[src/rtl/key_debounce_if.sv]
// Bundle of the raw button inputs and the conditioned outputs of key_debounce.
// The slave side is the debouncer; the master side is whoever drives KEY and consumes events.
interface key_debounce_if;
  logic [3:0] KEY;
  logic [3:0] press;
  logic [3:0] release_p;
  logic [3:0] held;
  logic       press_any;
  logic [1:0] press_idx;

  modport master (
    output KEY,
    input  press, release_p, held, press_any, press_idx
  );

  modport slave (
    input  KEY,
    output press, release_p, held, press_any, press_idx
  );
endinterface

[src/rtl/key_debounce.sv]
// Four-key push-button conditioner: two-flop synchronizer, then an independent debounce
// FSM per key producing one-cycle press/release pulses and a clean held level.
module key_debounce #(
  parameter int DEBOUNCE_CYCLES = 1_000_000,
  parameter int CNT_W           = 24
) (
  input  logic           CLOCK_50,
  input  logic           RESET_N,
  key_debounce_if.slave  bus
);

  typedef enum logic [1:0] {RELEASED, PRESS_PEND, PRESSED, REL_PEND} state_t;

  localparam logic [CNT_W-1:0] CNT_LAST = CNT_W'(DEBOUNCE_CYCLES - 1);
  localparam logic [CNT_W-1:0] CNT_ONE  = CNT_W'(1);

  logic [3:0]       s1;
  logic [3:0]       s;
  state_t           state [4];
  logic [CNT_W-1:0] cnt   [4];

  logic [3:0] press_hit;
  logic [3:0] release_hit;

  logic [3:0] press_q;
  logic [3:0] release_q;
  logic [3:0] held_q;
  logic       press_any_q;
  logic [1:0] press_idx_q;

  function automatic logic [1:0] lowest_idx(input logic [3:0] v);
    lowest_idx = 2'd0;
    for (int i = 3; i >= 0; i--) begin
      if (v[i]) lowest_idx = 2'(i);
    end
  endfunction

  // Acceptance conditions, shared by the FSM and the registered pulse outputs.
  always_comb begin
    // NOTE: every always_comb output gets a default first so no path leaves it unassigned (no latch).
    press_hit   = '0;
    release_hit = '0;
    for (int i = 0; i < 4; i++) begin
      press_hit[i]   = (state[i] == PRESS_PEND) &&  s[i] && (cnt[i] == CNT_LAST);
      release_hit[i] = (state[i] == REL_PEND)   && !s[i] && (cnt[i] == CNT_LAST);
    end
  end

  always_ff @(posedge CLOCK_50) begin
    if (!RESET_N) begin
      s1          <= '0;
      s           <= '0;
      press_q     <= '0;
      release_q   <= '0;
      held_q      <= '0;
      press_any_q <= 1'b0;
      press_idx_q <= 2'd0;
      // NOTE: the per-key counters are plain flops, not a RAM, so clearing them in reset is free and required.
      for (int i = 0; i < 4; i++) begin
        state[i] <= RELEASED;
        cnt[i]   <= '0;
      end
    end else begin
      // NOTE: non-blocking assignments make s1 -> s a true two-stage shift regardless of statement order.
      s1          <= ~bus.KEY;
      s           <= s1;
      press_q     <= press_hit;
      release_q   <= release_hit;
      press_any_q <= |press_hit;
      press_idx_q <= lowest_idx(press_hit);

      for (int i = 0; i < 4; i++) begin
        case (state[i])
          RELEASED: begin
            if (s[i]) begin
              state[i] <= PRESS_PEND;
              cnt[i]   <= CNT_ONE;
            end else begin
              cnt[i]   <= '0;
            end
          end
          PRESS_PEND: begin
            if (!s[i]) begin
              state[i]  <= RELEASED;
              cnt[i]    <= '0;
            end else if (press_hit[i]) begin
              state[i]  <= PRESSED;
              held_q[i] <= 1'b1;
              cnt[i]    <= '0;
            end else begin
              cnt[i]    <= cnt[i] + CNT_ONE;
            end
          end
          PRESSED: begin
            if (!s[i]) begin
              state[i] <= REL_PEND;
              cnt[i]   <= CNT_ONE;
            end else begin
              cnt[i]   <= '0;
            end
          end
          REL_PEND: begin
            if (s[i]) begin
              state[i]  <= PRESSED;
              cnt[i]    <= '0;
            end else if (release_hit[i]) begin
              state[i]  <= RELEASED;
              held_q[i] <= 1'b0;
              cnt[i]    <= '0;
            end else begin
              cnt[i]    <= cnt[i] + CNT_ONE;
            end
          end
          default: begin
            state[i]  <= RELEASED;
            held_q[i] <= 1'b0;
            cnt[i]    <= '0;
          end
        endcase
      end
    end
  end

  assign bus.press     = press_q;
  assign bus.release_p = release_q;
  assign bus.held      = held_q;
  assign bus.press_any = press_any_q;
  assign bus.press_idx = press_idx_q;

endmodule
[src/flat_wrapper.sv]
// flat-port wrapper written by rule: the top's interface ports become plain ports
module key_debounce_flat 
#(
  parameter int DEBOUNCE_CYCLES = 1_000_000,
  parameter int CNT_W           = 24
)
  (CLOCK_50, RESET_N, bus_KEY, bus_press, bus_release_p, bus_held, bus_press_any, bus_press_idx);
  key_debounce_if bus_i ();
  input  logic CLOCK_50;
  input  logic RESET_N;
  input wire logic [$bits(bus_i.KEY)-1:0] bus_KEY;
  output wire logic [$bits(bus_i.press)-1:0] bus_press;
  output wire logic [$bits(bus_i.release_p)-1:0] bus_release_p;
  output wire logic [$bits(bus_i.held)-1:0] bus_held;
  output wire logic [$bits(bus_i.press_any)-1:0] bus_press_any;
  output wire logic [$bits(bus_i.press_idx)-1:0] bus_press_idx;
  assign bus_i.KEY = bus_KEY;
  assign bus_press = bus_i.press;
  assign bus_release_p = bus_i.release_p;
  assign bus_held = bus_i.held;
  assign bus_press_any = bus_i.press_any;
  assign bus_press_idx = bus_i.press_idx;
  key_debounce #(.DEBOUNCE_CYCLES(DEBOUNCE_CYCLES), .CNT_W(CNT_W)) u_core (.CLOCK_50(CLOCK_50), .RESET_N(RESET_N), .bus(bus_i));
endmodule
[config.mk]
export PLATFORM = sky130hd
export DESIGN_NAME = key_debounce_flat
export DESIGN_NICKNAME = d
export VERILOG_FILES = /design/src/rtl/key_debounce_if.sv /design/src/rtl/key_debounce.sv /design/src/flat_wrapper.sv
export SDC_FILE = /design/constraint.sdc
export NUM_CORES = 1
export LEC_CHECK = 0
export CAP_MARGIN = 20
export CORE_ASPECT_RATIO = 0.75
export CORE_MARGIN = 2
export CORE_UTILIZATION = 64
export CTS_CLUSTER_DIAMETER = 200
export DETAILED_ROUTE_END_ITERATION = 10
export DONT_BUFFER_PORTS = 1
export GPL_TIMING_DRIVEN = 0
export PLACE_DENSITY = 0.83
export SLEW_MARGIN = 15
export SYNTH_ARGS = -nofsm -noshare
export SYNTH_HDL_FRONTEND = slang
export SYNTH_SLANG_ARGS = --single-unit
[constraint.sdc]
create_clock -name CLOCK_50 -period 2.6 [get_ports CLOCK_50]
set_input_delay 0.52 -clock CLOCK_50 [delete_from_list [all_inputs] [get_ports CLOCK_50]]
set_output_delay 0.52 -clock CLOCK_50 [all_outputs]
set_load 0.005 [all_outputs]
# After elaboration in Yosys (flattened, before gate mapping)
# Memory sizes are Yosys's and may differ from the RTL's.
# Index checks and enable logic that the tools add are counted.
word_totals:
  reg_bits: 23
  memories: 2
  ram_bits: 104
  output_inout_bits: 15
memory_table:
  columns: ["name", "words", "width", "read_ports", "rd_clocked_by_memory_dff", "write_ports", "line", "text"]
  rows:
  - ["u_core.cnt", 4, 24, 4, 0, 4, "key_debounce.sv:20", "logic [CNT_W-1:0] cnt [4];"]
  - ["u_core.state", 4, 2, 4, 0, 4, "key_debounce.sv:19", "state_t state [4];"]
classes:
  bitwise_logic: 66
  muxes: 248
  reduce_logical: 35
  eq_ne: 32
  add_sub_neg: 4
ops:
  columns: ["operator", "n"]
  rows:
  - ["2-to-1 mux 24 bit", 40]
  - ["2-to-1 mux 1 bit", 178]
  - ["adder 24 x 1 -> 24 bit (second input constant)", 4]
  - ["== test 24 x 20 -> 1 bit (second input constant)", 4]
  - ["bitwise OR 1 bit", 64]
  - ["2-to-1 mux 2 bit", 26]
  - ["!= test 2 x 1 -> 1 bit (second input constant)", 12]
  - ["AND reduction 5 bit", 4]
  - ["== test 2 bit (second input constant)", 8]
  - ["logical AND 1 bit", 16]
  - ["== test 2 x 1 -> 1 bit (second input constant)", 4]
  - ["logical NOT 2 bit", 4]
  - ["!= test 2 bit (second input constant)", 4]
  - ["case mux 1 bit (2 select lines)", 4]
  - ["nonzero test 2 bit", 4]
  - ["logical NOT 1 bit", 4]
  - ["NOT 4 bit", 1]
  - ["OR reduction 4 bit", 1]
  - ["OR reduction 3 bit", 1]
  - ["OR reduction 2 bit", 1]
  - ["NOT 1 bit", 1]

# Depth between registers and ports, before layout
# Gate-level depths: netlist of run 1.
# An unclocked memory read counts as a cell.
depth:
  depth_word: 16
  mapped_depth: 8
  depth_no_buf: 6

# Worst setup path before layout of run 1
# No wires, ideal clock.
synth_path:
  path_kind: "reg-to-reg"
  start: "memory u_core.cnt[0][7]"
  end: "memory u_core.state[0][0] in the netlist's numbering (enable)"
  stages_incl_launch_ff: 6
  arrival_time_ps: 1776
  required_ps: 2302
  path_buffers: 0
  path_slack_ps: 525
  cell_sequence: "edfxtp_1 -> or4_1 -> nor4_1 -> nand3_1 -> nand4_2 -> o31a_1"
synth_rtl:
  columns: ["element", "line"]
  rows:
  - ["start, declared", "key_debounce.sv:20"]
  - ["end, declared", "key_debounce.sv:19"]

==> impl_metrics.json, run 1 <==
{
  "fillers": 663,
  "rsz0062_at_grt": "false",
  "worstPathRequired_ns": 2.75,
  "hpwlAfterDp_um": 8930,
  "cts_buffers": 17,
  "antenna_found_initial": 0,
  "grt_pass1_vias": 4723,
  "synth-compound-area-share_pct": 2.49,
  "placed_area_um2": 7020,
  "setup-violations-final": 0,
  "cts_root_buf": "clkbuf_16",
  "period_needed_ns": 2.43,
  "grt-ovfl-total": 0,
  "p_leak_uw": 0.00264,
  "wl_per_cell_um": 14.8,
  "use_met2_pct": 40.9,
  "worstSetupStartpointType": "register",
  "syn_inst": 622,
  "area_growth_pct": 17.3,
  "die-area_um2": 11000,
  "ir_drop_uv": 491,
  "post_drt_via_cell_ratio": 5.50,
  "worstPathArrival_ns": 2.58,
  "synth_edf_count": 104,
  "p_per_area_nw_per_um2": 739,
  "synth_flop_cell": "edfxtp_1",
  "criticalPathCategory": "reg2reg",
  "finalCritPeriodShare_pct": 93.3,
  "drc": 0,
  "nets": 745,
  "final_util_pct": 77.9,
  "drive_above_1_share_pct": 6.55,
  "synthAdderAreaFrac_pct": 0.771,
  "end_kind": "register",
  "yosysWarnings": 0,
  "grtUsageTotal_pct": 25.8,
  "ioPinCount": 21,
  "synth_xor_area_share_pct": 12.8,
  "h-tree-depth": 4,
  "num_rows": 31,
  "clk_pin_slew_ns": 0.06,
  "finalHoldViolCount": 0,
  "hold_class": "in2reg",
  "synth_mux_area_share_pct": 0.616,
  "grt.busiest_layer": "met2",
  "final.setup.tns_ns": 0,
  "synth_top_family_by_area": "simple AND/OR/NAND/NOR gates",
  "cts_tree": "yes",
  "power_uw": 5630,
  "async_flop_share_pct": 0,
  "cts_setup_buffers": 0,
  "status": "complete, no violations",
  "avgSynthCellArea_um2": 10.4,
  "port_buffers": 0,
  "cp_max_fo": 10,
  "synth-seq-cells": 127,
  "grt_util_met3_pct": 6.91,
  "stdcell_area_um2": 7620,
  "initial_core_util_pct": 66.4,
  "drv_cap": 0,
  "core_um2": 9770,
  "fin_skew_ns": 0.00841,
  "clock_path_buffers": 2,
  "dr.pass1.iters": 5,
  "grt_max_degree": 17,
  "maxSlewViolCount": 0,
  "drt_first_iter_violations": 484,
  "drtAntennaViolNets": 0,
  "grt_pass1_wl_um": 22100,
  "cts_sinks": 127,
  "synthSimpleGateAreaFrac_pct": 25.4,
  "synth_cell_types": 40,
  "place.gp.congestion": 0.816,
  "wirelength_um": 13000,
  "clock_latency_ns": 0.42,
  "holdWs_ns": 0.159,
  "fmax_mhz": 412,
  "die_y_um": 91.2,
  "slew_headroom_pct": 39.9,
  "use_met1_pct": 34.1,
  "yosysSeqAreaShare_pct": 55.2,
  "synth_area_um2": 6490,
  "diodes": 0,
  "via_count": 4840,
  "tightest_slew_ns": 0.893,
  "dieWidth_um": 120
}
[cell usage in the layout, fill, tap and decap left out, drive strengths merged, types with 5 or more instances in the layout]
| cell | Yosys | routed |
|---|---|---|
| or4 | 5 | 5 |
| xnor2 | 52 | 52 |
| o21ai | 8 | 8 |
| nand3 | 36 | 36 |
| nor2 | 128 | 128 |
| nor4b | 8 | 8 |
| dfxtp | 23 | 23 |
| nand4 | 30 | 30 |
| clkbuf | 8 | 28 |
| nor2b | 5 | 5 |
| clkinv | 0 | 6 |
| nor3 | 26 | 26 |
| xor2 | 43 | 43 |
| nor4 | 16 | 16 |
| conb | 1 | 96 |
| and3 | 8 | 8 |
| nand2 | 38 | 38 |
| inv | 21 | 21 |
| a21oi | 7 | 7 |
| nand2b | 5 | 5 |
| buf | 10 | 10 |
| and4 | 7 | 7 |
| edfxtp | 104 | 104 |
[flip-flops by register name (all words and copies together), names as in the netlist]
signal	flops
u_core.bus.release_p	4
u_core.bus.press_any	1
u_core.state	8
u_core.s1	4
u_core.bus.press	4
u_core.bus.held	4
u_core.bus.press_idx	2
u_core.cnt	96
u_core.s	4
[worst max-delay path, cell delays in order (launching register included)]
cell	delay [ns]
edfxtp_1	0.41
ha_1	0.25
and4_1	0.29
nand4_1	0.21
o211a_1	0.31
nand2_1	0.17
buf_1	0.41
nor2_1	0.11
[power breakdown]
| part | switching [uW] | total [uW] | internal (uW) |
|---|---|---|---|
| Combinational | 352 | 572 | 220 |
| Clock | 872 | 2420 | 1550 |
| Sequential | 206 | 2630 | 2430 |
| Total | 1430 | 5630 | 4200 |
[synthesized netlist by cell type, types with 2 or more instances]
| cell | count | area share [%] |
|---|---|---|
| dfxtp_1 | 23 | 7.1 |
| nand3_1 | 36 | 2.8 |
| nor3_1 | 26 | 2.0 |
| mux2i_1 | 4 | 0.62 |
| buf_1 | 2 | 0.12 |
| nand2b_1 | 5 | 0.48 |
| ha_1 | 4 | 0.77 |
| nor2b_1 | 5 | 0.48 |
| nor2_1 | 128 | 7.4 |
| a31oi_1 | 2 | 0.19 |
| and4_1 | 7 | 0.94 |
| or3_1 | 4 | 0.39 |
| xnor2_1 | 52 | 7.0 |
| or2_2 | 3 | 0.29 |
| edfxtp_1 | 104 | 48 |
| inv_1 | 21 | 1.2 |
| and3_1 | 8 | 0.77 |
| buf_6 | 3 | 0.52 |
| nor4_2 | 3 | 0.58 |
| o31a_1 | 3 | 0.40 |
| nor4_1 | 12 | 1.2 |
| buf_2 | 5 | 0.39 |
| a21oi_1 | 7 | 0.54 |
| nand2_1 | 38 | 2.2 |
| clkbuf_1 | 8 | 0.46 |
| xor2_1 | 43 | 5.8 |
| a22oi_1 | 3 | 0.35 |
| o21ai_0 | 8 | 0.62 |
| or4_1 | 5 | 0.58 |
| nand4_2 | 3 | 0.58 |
| nor3b_1 | 2 | 0.23 |
| nor4b_1 | 8 | 1.1 |
| nand4_1 | 27 | 2.6 |
| and2_1 | 4 | 0.39 |
[per-stage QoR]
stage,setup slack (ns),std cells
2_1_floorplan,0.525,717
4_1_cts,0.0420,881
3_5_place_dp,0.219,849
6_report,0.174,880
5_1_grt,0.000730,880
3_3_place_gp,0.294,849
[metal layers]
metal / vias to the layer above / share of wire [%]
met5: - / 0
met4: 0 / 2.2
met3: 29 / 6.0
met2: 157 / 48
met1: 2309 / 44
li1: 2345 / -
[area by class of cell]
class                      count  area, um2  share of cell area [%]
sequential                   127       3580                    47.0
multi-input combinational    551       3100                    40.7
clock buffer                  21        460                    6.04
tap                          132        165                    2.17
clock inverter                11        139                    1.82
buffer                        17       92.6                    1.22
inverter                      21       78.8                    1.03
[worst paths after layout]
kind | startpoint | endpoint | slack, ns | cells past startpoint
worst max-delay path | u_core.cnt[3][0] | u_core.cnt[3][13] | 0.17 | 7
worst min-delay path | bus_KEY[2] | u_core.s1[2] | 0.16 | 1
worst max register to register | u_core.cnt[3][0] | u_core.cnt[3][13] | 0.17 | 7
worst min register to register | u_core.s1[2] | u_core.s[2] | 0.44 | 1
[cells by family after synthesis]
logic type / count (synthesis)
fa+ha+maj: 4
mux: 4
compound gates: 26
other cells: 1
buf+inv: 39
simple gates: 326
flops: 127
xor+xnor: 95
[timing repair]
| item | 4_1_cts | 5_1_grt |
|---|---|---|
| gates resized for setup | 0 | 1 |
| hold buffers | 0 | 0 |
| endpoints found under the setup margin | 0 | 22 |
(Power assumes the default switching activity.)
==> run 2, diff against run 1 <==
--- a/config.mk
+++ b/config.mk
@@ -6,14 +6,16 @@
 export NUM_CORES = 1
 export LEC_CHECK = 0
 export CAP_MARGIN = 20
+export CELL_PAD_IN_SITES_DETAIL_PLACEMENT = 1
+export CELL_PAD_IN_SITES_GLOBAL_PLACEMENT = 2
 export CORE_ASPECT_RATIO = 0.75
 export CORE_MARGIN = 2
-export CORE_UTILIZATION = 64
+export CORE_UTILIZATION = 42
 export CTS_CLUSTER_DIAMETER = 200
 export DETAILED_ROUTE_END_ITERATION = 10
 export DONT_BUFFER_PORTS = 1
 export GPL_TIMING_DRIVEN = 0
-export PLACE_DENSITY = 0.83
+export PLACE_DENSITY = 0.82
 export SLEW_MARGIN = 15
 export SYNTH_ARGS = -nofsm -noshare
 export SYNTH_HDL_FRONTEND = slang
==> impl_metrics.json, run 2 (synthesized netlist as in run 1, its figures left out) <==
{
  "period_needed_ns": 2.43,
  "criticalPathCategory": "reg2reg",
  "status": "complete, no violations",
  "fillers": 1704,
  "grt_max_degree": 17,
  "cts_setup_buffers": 0,
  "wl_per_cell_um": 15.4,
  "p_per_area_nw_per_um2": 733,
  "cts_sinks": 127,
  "drt_first_iter_violations": 258,
  "clk_pin_slew_ns": 0.06,
  "maxSlewViolCount": 0,
  "fin_cells": 954,
  "die-area_um2": 16500,
  "drv_cap": 0,
  "p_clk_share_pct": 43.6,
  "met1_length_um": 7180,
  "highest_layer": "met4",
  "cp_max_fo": 4,
  "cts_buffers": 17,
  "dr.pass1.iters": 4,
  "p_int_uw": 4230,
  "area_growth_pct": 19.2,
  "via_count": 4718,
  "holdWs_ns": 0.160,
  "place.gp.congestion": 0.789,
  "min_from": "bus_KEY[1]",
  "end_kind": "register",
  "worstPathArrival_ns": 2.60,
  "finalHoldViolCount": 0,
  "antenna_found_initial": 0,
  "comb_power_share_pct": 10.1,
  "drc": 0,
  "power.switching_uw": 1450,
  "core_um2": 15200,
  "reg_top3": "u_core.cnt: 96 flops, u_core.state: 8 flops",
  "ir_drop_uv": 477,
  "ioPinCount": 21,
  "worstSetupStartpointType": "register",
  "regMostFlops": "u_core.cnt",
  "hold_class": "in2reg",
  "crit_start": "u_core.cnt[1][0]",
  "initial_core_util_pct": 42.8,
  "num_rows": 39,
  "layout_commonest_cell": "nor2_1",
  "setup-violations-final": 0,
  "clock_latency_ns": 0.42,
  "diodes": 0,
  "drive_above_1_share_pct": 7.08,
  "fmax_mhz": 411,
  "clock_path_buffers": 2,
  "wirelength_um": 14700,
  "port_buffers": 0,
  "nets": 746,
  "h-tree-depth": 4,
  "final.setup.worst_slack_ns": 0.167,
  "fin_skew_ns": 0.00854,
  "seqPwrFrac_pct": 46.3,
  "worstPathRequired_ns": 2.77,
  "postCtsHoldBufs": 0,
  "cts_root_buf": "clkbuf_16",
  "slew_headroom_pct": 37.6,
  "grt-ovfl-total": 0,
  "p_sw_share_pct": 25.4,
  "finalCritPeriodShare_pct": 93.6,
  "cts_tree": "yes",
  "dieWidth_um": 148,
  "grtUsageTotal_pct": 19.2,
  "post-place-ws_ns": 0.0551,
  "met2_length_um": 6910,
  "reg2reg_from": "u_core.cnt[1][0]",
  "met3_length_um": 349,
  "final_cell_mix": "128 x nor2_1, 104 x edfxtp_1, 96 x conb_1",
  "largest_register_ffs": 96,
  "drtAntennaViolNets": 0,
  "post_drt_via_cell_ratio": 4.95,
  "hpwlAfterDp_um": 10300,
  "grt_pass1_vias": 5003,
  "dp_cells": 922,
  "die_y_um": 112,
  "tightest_slew_ns": 0.927,
  "grt_pass1_wl_um": 25000,
  "p_leak_uw": 0.00265
}
==> run 2: path summary, 6_finish.rpt <==
check                           end  slack [ns]  cells after the start
setup / recovery  u_core.cnt[1][22]        0.17                      6
hold / removal         u_core.s1[1]        0.16                      1
setup reg to reg  u_core.cnt[1][22]        0.17                      6
hold reg to reg         u_core.s[1]        0.45                      1
==> run 2: stage by stage <==
| step | setup TNS, ns | total power [uW] | cell area [um2] | util [%] |
|---|---|---|---|---|
| 3_3_place_gp | 0 | 3190 | 7110 | 46.8 |
| 2_1_floorplan | 0 | 3060 | 6850 | - |
| 6_report | 0 | 5680 | 7740 | 51.0 |
| 3_5_place_dp | 0 | 3230 | 7110 | 46.8 |
| 5_1_grt | -0.0117 | 5970 | 7740 | 51.0 |
| 4_1_cts | 0 | 5740 | 7720 | 50.9 |
==> run 2: power by group through the flow <==
stage / clock network [uW] / registers, uW / logic [uW]
6_report: 2470 / 2630 / 574
5_1_grt: 2640 / 2660 / 668
4_1_cts: 2540 / 2630 / 577
3_5_place_dp: 0 / 2670 / 566
3_3_place_gp: 0 / 2660 / 537
2_1_floorplan: 0 / 2610 / 451
==> run 2: repair_timing <==
| action | 4_1_cts | 5_1_grt |
|---|---|---|
| endpoints found under the setup margin | 6 | 65 |
| hold endpoints to repair | 0 | 0 |
| resized for setup | 1 | 6 |
==> run 2: cell type report <==
type,count,area [um2],share of cell area [%]
flip-flops and latches,127,3580,46.3
clock buffers,22,475,6.14
multi-input cells,551,3120,40.2
inverters,21,78.8,1.02
well taps,205,256,3.31
plain buffers,18,98.8,1.28
clock inverters,10,135,1.74
==> run 2: critical path, cell delays in order (launching register included) <==
cell	delay, ns
edfxtp_1	0.40
ha_1	0.29
nand4_1	0.19
nor4_1	0.84
nand4_1	0.22
xor2_1	0.19
nor2_1	0.05
==> run 2: per-layer routing <==
metal | track usage [%] | vias to the layer above
met5 | 0 | -
li1 | - | 2352
met3 | 5.16 | 18
met2 | 30.7 | 39
met4 | 5.83 | 0
met1 | 25.7 | 2309
==> run 3, diff against run 2 <==
--- a/config.mk
+++ b/config.mk
@@ -5,6 +5,7 @@
 export SDC_FILE = /design/constraint.sdc
 export NUM_CORES = 1
 export LEC_CHECK = 0
+export ABC_AREA = 0
 export CAP_MARGIN = 20
 export CELL_PAD_IN_SITES_DETAIL_PLACEMENT = 1
 export CELL_PAD_IN_SITES_GLOBAL_PLACEMENT = 2
==> results of run 3 <==
Final layout, timing and power as in run 2 (identical DEF).
